File: src/rtl/dm_write_buffer.sv
// Write-back FIFO between datapath and 8-bit data memory: rounds/shifts each result to a pixel
// and retires queued writes over a mem_we/mem_ack handshake. Option: DM_WRITE_SATURATE_EN.
module dm_write_buffer #(
  parameter int unsigned DATA_W = 19,
  parameter int unsigned MEM_W  = 8,
  parameter int unsigned ADDR_W = 16,
  parameter int unsigned DEPTH  = 4,
  parameter int unsigned SHIFT  = 4
) (
  input  logic              clk,
  input  logic              RST,
  input  logic              i_wr_valid,
  output logic              o_wr_ready,
  input  logic [DATA_W-1:0] i_wr_data,
  input  logic [ADDR_W-1:0] i_wr_addr,
  output logic              o_mem_we,
  output logic [ADDR_W-1:0] o_mem_addr,
  output logic [MEM_W-1:0]  o_mem_wdata,
  input  logic              i_mem_ack,
  output logic              o_busy,
  input  logic              i_clr_ovf,
  output logic              o_ovf_flag
);

  localparam int unsigned PTR_W   = $clog2(DEPTH);
  localparam int unsigned CNT_W   = PTR_W + 1;
  localparam int unsigned RND_POS = (SHIFT > 0) ? SHIFT - 1 : 0;
  localparam logic [DATA_W:0]  ONE      = {{DATA_W{1'b0}}, 1'b1};
  localparam logic [DATA_W:0]  ROUND    = (SHIFT > 0) ? (ONE << RND_POS) : '0;
  localparam logic [CNT_W-1:0] FULL_CNT = CNT_W'(DEPTH);

  typedef enum logic [0:0] {StIdle, StIssue} state_e;

  state_e             r_state, w_state_nxt;
  logic [PTR_W-1:0]   r_wptr, r_rptr;
  logic [CNT_W-1:0]   r_count, w_count_nxt;
  logic               r_ovf;
  logic [MEM_W-1:0]   r_fifo_data [DEPTH];
  logic [ADDR_W-1:0]  r_fifo_addr [DEPTH];

  logic               w_push, w_pop;
  logic [DATA_W:0]    w_sum, w_shr;
  logic               w_ovf;
  logic [MEM_W-1:0]   w_conv;

  // One extra bit keeps the rounding add from wrapping near full scale.
  assign w_sum = {1'b0, i_wr_data} + ROUND;
  assign w_shr = w_sum >> SHIFT;
  assign w_ovf = |w_shr[DATA_W:MEM_W];

`ifdef DM_WRITE_SATURATE_EN
  assign w_conv = w_ovf ? {MEM_W{1'b1}} : w_shr[MEM_W-1:0];
`else
  assign w_conv = w_shr[MEM_W-1:0];
`endif

  assign o_wr_ready  = (r_count < FULL_CNT);
  assign o_mem_we    = (r_state == StIssue);
  assign w_push      = i_wr_valid && o_wr_ready;
  assign w_pop       = o_mem_we && i_mem_ack;
  assign o_busy      = (r_count != '0) || o_mem_we;
  assign o_ovf_flag  = r_ovf;
  // Head is only meaningful while issuing; drive zero otherwise.
  assign o_mem_addr  = o_mem_we ? r_fifo_addr[r_rptr] : '0;
  assign o_mem_wdata = o_mem_we ? r_fifo_data[r_rptr] : '0;

  always_comb begin
    w_count_nxt = r_count;
    if (w_push && !w_pop) begin
      w_count_nxt = r_count + CNT_W'(1);
    end else if (!w_push && w_pop) begin
      w_count_nxt = r_count - CNT_W'(1);
    end
  end

  always_comb begin
    w_state_nxt = r_state;
    unique case (r_state)
      StIdle:  if ((r_count != '0) || w_push) w_state_nxt = StIssue;
      StIssue: if (i_mem_ack && (w_count_nxt == '0)) w_state_nxt = StIdle;
      default: w_state_nxt = StIdle;
    endcase
  end

  always_ff @(posedge clk) begin
    if (RST) begin
      r_state <= StIdle;
      r_wptr  <= '0;
      r_rptr  <= '0;
      r_count <= '0;
      r_ovf   <= 1'b0;
    end else begin
      r_state <= w_state_nxt;
      r_count <= w_count_nxt;
      if (w_push) r_wptr <= r_wptr + PTR_W'(1);
      if (w_pop)  r_rptr <= r_rptr + PTR_W'(1);
      if (w_push && w_ovf) begin
        r_ovf <= 1'b1;
      end else if (i_clr_ovf) begin
        r_ovf <= 1'b0;
      end
    end
  end

  always_ff @(posedge clk) begin
    if (!RST && w_push) begin
      r_fifo_data[r_wptr] <= w_conv;
      r_fifo_addr[r_wptr] <= i_wr_addr;
    end
  end

endmodule

File: config.mk
export PLATFORM = sky130hd
export DESIGN_NAME = dm_write_buffer
export DESIGN_NICKNAME = d
export VERILOG_FILES = /design/src/rtl/dm_write_buffer.sv
export SDC_FILE = /design/constraint.sdc
export NUM_CORES = 1
export LEC_CHECK = 0
export CORE_ASPECT_RATIO = 1.2
export CORE_UTILIZATION = 40
export CTS_CLUSTER_SIZE = 25
export DETAILED_ROUTE_END_ITERATION = 8
export GPL_TIMING_DRIVEN = 1
export PLACE_DENSITY = 0.62
export REMOVE_ABC_BUFFERS = 1
export SYNTH_ARGS = -nofsm -noshare
export SYNTH_HDL_FRONTEND = slang
export SYNTH_SLANG_ARGS = --single-unit
File: constraint.sdc
create_clock -name clk -period 4.9 [get_ports clk]
set_input_delay 0.735 -clock clk [delete_from_list [all_inputs] [get_ports clk]]
set_output_delay 0.735 -clock clk [all_outputs]
set_load 0.01 [all_outputs]
Yosys cells after proc, flatten, opt, wreduce, memory -nomap -nowiden
Memory sizes are Yosys's and may differ from the RTL's. A register that Yosys moved wholly into a read port is not among the register bits.
Index checks and enable logic that the tools add are counted.
- flip-flop bits (word level): 9
- memory bits (writable): 96
- input bits: 40
- output and inout bits: 28
- logic and storage cells: 45
- memories kept: 2
- add/subtract/negate cells: 5
- $lt $le $gt $ge: 1
- muxes and demuxes: 15
- bitwise operators: 1
- reduce and logical (&&, ||, !) cells: 16
- memory list (name ; words ; width ; rd ports ; clocked after Yosys merged registers in ; write ports ; RTL line ; text):
    r_fifo_addr ; 4 ; 16 ; 1 ; 1 ; 1 ; 39 ; logic [ADDR_W-1:0] r_fifo_addr [DEPTH];
    r_fifo_data ; 4 ; 8 ; 1 ; 1 ; 1 ; 38 ; logic [MEM_W-1:0] r_fifo_data [DEPTH];
- operator list (kind ; count):
    $add 19x4->20 const B ; 1
    $mux 16 ; 1
    $mux 2 ; 4
    $mux 8 ; 1
    $reduce_or 8->1 ; 1
    $logic_and 1x1->1 ; 7
    $mux 1 ; 6
    $mux 3 ; 2
    $add 2x1->2 const B ; 2
    $add 3x1->3 const B ; 1
    $logic_not 1->1 ; 3
    $logic_not 3->1 ; 1
    $lt 3x3->1 const B ; 1
    $reduce_bool 3->1 ; 1
    $sub 3x1->3 const B ; 1
    $logic_or 1x1->1 ; 2
    $pmux 1 s2 ; 1
    $reduce_bool 2->1 ; 1
    $not 1->1 ; 1

Depth between registers and ports, before layout
- depth in word-level cells: 10
- gate-level depth with buffers: 6
- gate-level depth less buffers: 6

Worst setup path after synthesis
No wires, ideal clock.
- kind: reg2out
- from: reg with a tool-made name
- to: out o_mem_addr[10]
- arrival: 1.379 ns
- data required time: 4.165 ns
- slack: 2.786 ns
- cell stages (with the launch flop): 5
- path buffers: 2
- path through: dfxtp_1 > buf_2 > buf_4 > mux4_2 > and2_1
- RTL lines (what ; RTL line ; text):
    end: declaration ; 17 ; output logic [ADDR_W-1:0] o_mem_addr,

==> out/metrics.cfg <==
[placement]
portBuffers=64
post_dp_cell_area_um2=5280
dp_hpwl_um=4990
place.gp.congestion=0.739

[die]
die-area_um2=11700
rows=42
fp.dieW_um=98.8
initial_core_util_pct=40.9
dieHeight_um=118
ios=68
core_area_um2=11000

[grt]
grt.total_usage_pct=14.8
first_global_vias=2464
gr-usage-met1_pct=18.6
grt_pass1_wl_um=12800
met2_usage_pct=24.4
grt_max_degree=28
busiest_layer=met2
grt-ovfl-total=0
met3_usage_pct=4.45
antenna_found_initial=0

[synth]
syn_avg_cell_area_um2=17.2
ys_async_sr_fraction_pct=0
synth-edff-count=96
synth_area_um2=4490
synth_cell_types=35
synthCells=261
ys_warn_count=0
ys_seq_area_share_pct=69.0
synthFlopType=edfxtp_1
ys_ff_latch=107

[cells_and_area]
fin_nets=378
n_fill_cell=907
final_common_cell=edfxtp_1
areaGrowthSynthToFinish_pct=24.0
diodes=0
fin_area_um2=5570
mostFrequentLayoutCells=96 x edfxtp_1, 64 x clkdlybuf4s50_1, 29 x and2_1
final_layout_size_suffix_gt1_share_pct=14.9

[power_and_ir_drop]
power_density_nw_per_um2=381
cellLeakagePower_nw=1.82
peakVddDrop_v=0.000152

[detailed_routing]
drc_errors=0
via_count=2413
dr.pass1.iters=4
first_iter_violations=145
totalWireLength_um=7830
ant_nets=0
viasPerCell=5.17
routedWlPerCell_um=16.8

[cts]
cts-root-buf=clkbuf_16
cts_made_buffers=9
path_clk_slew_ns=0.07
tritoncts=built
clk_latency_ns=0.34
ctsResizeCount=0
cts_num_sinks=107
post_cts_buffers=0
cts_hold_buffers=0
clockBufferDepth=2
h-tree-depth=3

[setup_path]
slowest_delay_ns=0.94
cp_data_arrival_time_ns=2.56
startpoint_type=register
crit_required_ns=4.16
path_cells=mux4_2 -> and2_1 -> clkdlybuf4s50_1
cpMaxStageDelayCell=dfxtp_2
crit_family=flip-flops
worst-path-buf-inv=1
critPathKind=reg -> out
r2r_setup_slack_ns=2.72
cp_max_fo=24
crit_path_end_kind=primary output

[sta]
rsz0062_at_grt=false
hold_violations=0
tns_ns=0
max_clock_freq_mhz=303
fin_crit_ns=3.30
slew_violations=0
period_share_pct=67.3
setup_viol=0
slew_headroom_pct=38.3
clock_skew_ns=0.00617
worst_pin_slew_ns=0.926

[worst_hold_path]
holdCritPathClass=reg -> reg

[job]
cap_violations=0

[status]
status=complete, no violations

==> path summary, 6_finish.rpt <==
kind	startpoint	to	cells after the start
worst max-delay path	register	o_mem_wdata[3]	3
worst min-delay path	o_ovf_flag$_SDFFE_PP0P_	o_ovf_flag$_SDFFE_PP0P_	2
worst max register to register	r_count[2]$_SDFF_PP0_	r_fifo_addr[2][9]$_DFFE_PP_	4
worst min register to register	o_ovf_flag$_SDFFE_PP0P_	o_ovf_flag$_SDFFE_PP0P_	2
==> sequential cells by signal, indices dropped and copies added (netlist names), named ones only <==
signal,flops
o_ovf_flag,1
o_mem_we,1
r_wptr,2
r_rptr,2
r_fifo_data,32
r_fifo_addr,64
r_count,3
==> worst min-delay path: stages, from the launching register on <==
cell	delay, ns
dfxtp_1	0.31
nand2b_1	0.08
a31oi_1	0.08
==> power by group <==
part / switching [mW] / internal, mW / leakage, nW
Sequential: 0.0521 / 1.05 / 0.963
Combinational: 0.145 / 0.202 / 0.718
Clock: 0.305 / 0.374 / 0.144
==> cell families after synthesis <==
group | share of synthesized area [%]
and+or+nand+nor | 9.66
buffers and inverters | 1.64
DFF | 69.0
xor gates and xnor gates | 2.73
AOI/OAI and AO/OA | 2.45
muxes | 12.2
adders and majority gates | 2.23
==> cells in the mapped netlist (2+ instances only) <==
| cell | instances | area [um2] |
|---|---|---|
| and2_1 | 29 | 181 |
| dfxtp_1 | 11 | 220 |
| xor2_1 | 4 | 35.0 |
| nand3_1 | 7 | 35.0 |
| clkbuf_1 | 3 | 11.3 |
| buf_2 | 5 | 25.0 |
| nand2_1 | 14 | 52.6 |
| nor3_1 | 2 | 10.0 |
| nand2b_1 | 2 | 12.5 |
| buf_4 | 2 | 15.0 |
| o31ai_1 | 2 | 15.0 |
| o21ai_0 | 3 | 15.0 |
| ha_1 | 8 | 100 |
| a311oi_1 | 3 | 26.3 |
| a31oi_1 | 2 | 12.5 |
| mux4_2 | 24 | 541 |
| edfxtp_1 | 96 | 2880 |
| nor2_1 | 13 | 48.8 |
| and3_1 | 2 | 12.5 |
| xnor2_1 | 10 | 87.6 |
| inv_1 | 5 | 18.8 |
==> layout make-up <==
class | instances | area, um2 | share of cell area, %
Multi-Input combinational cell | 138 | 1320 | 23.6
Clock buffer | 10 | 250 | 4.49
Clock inverter | 6 | 37.5 | 0.674
Inverter | 5 | 18.8 | 0.337
Sequential cell | 107 | 3100 | 55.7
Tap cell | 132 | 165 | 2.96
Timing Repair Buffer | 69 | 678 | 12.2
==> metal layers <==
layer / vias up / part of all wire (%)
met5: - / 0
met4: 0 / 1.4
met3: 10 / 3.8
met2: 56 / 50
met1: 1209 / 45
li1: 1138 / -
==> through the flow <==
stage / util, % / hold WS, ns / instances / setup slack [ns] / power [mW]
after floorplan: - / 0.477 / 250 / 2.21 / 1.29
after global placement: 48.1 / 0.506 / 451 / 1.83 / 1.46
after detailed placement: 48.1 / 0.514 / 451 / 1.80 / 1.47
after CTS: 50.7 / 0.523 / 467 / 1.51 / 2.15
after global routing: 50.7 / 0.570 / 467 / 1.41 / 2.22
final: 50.7 / 0.518 / 467 / 1.60 / 2.12
Note: power is estimated with default switching activity, not from simulation.
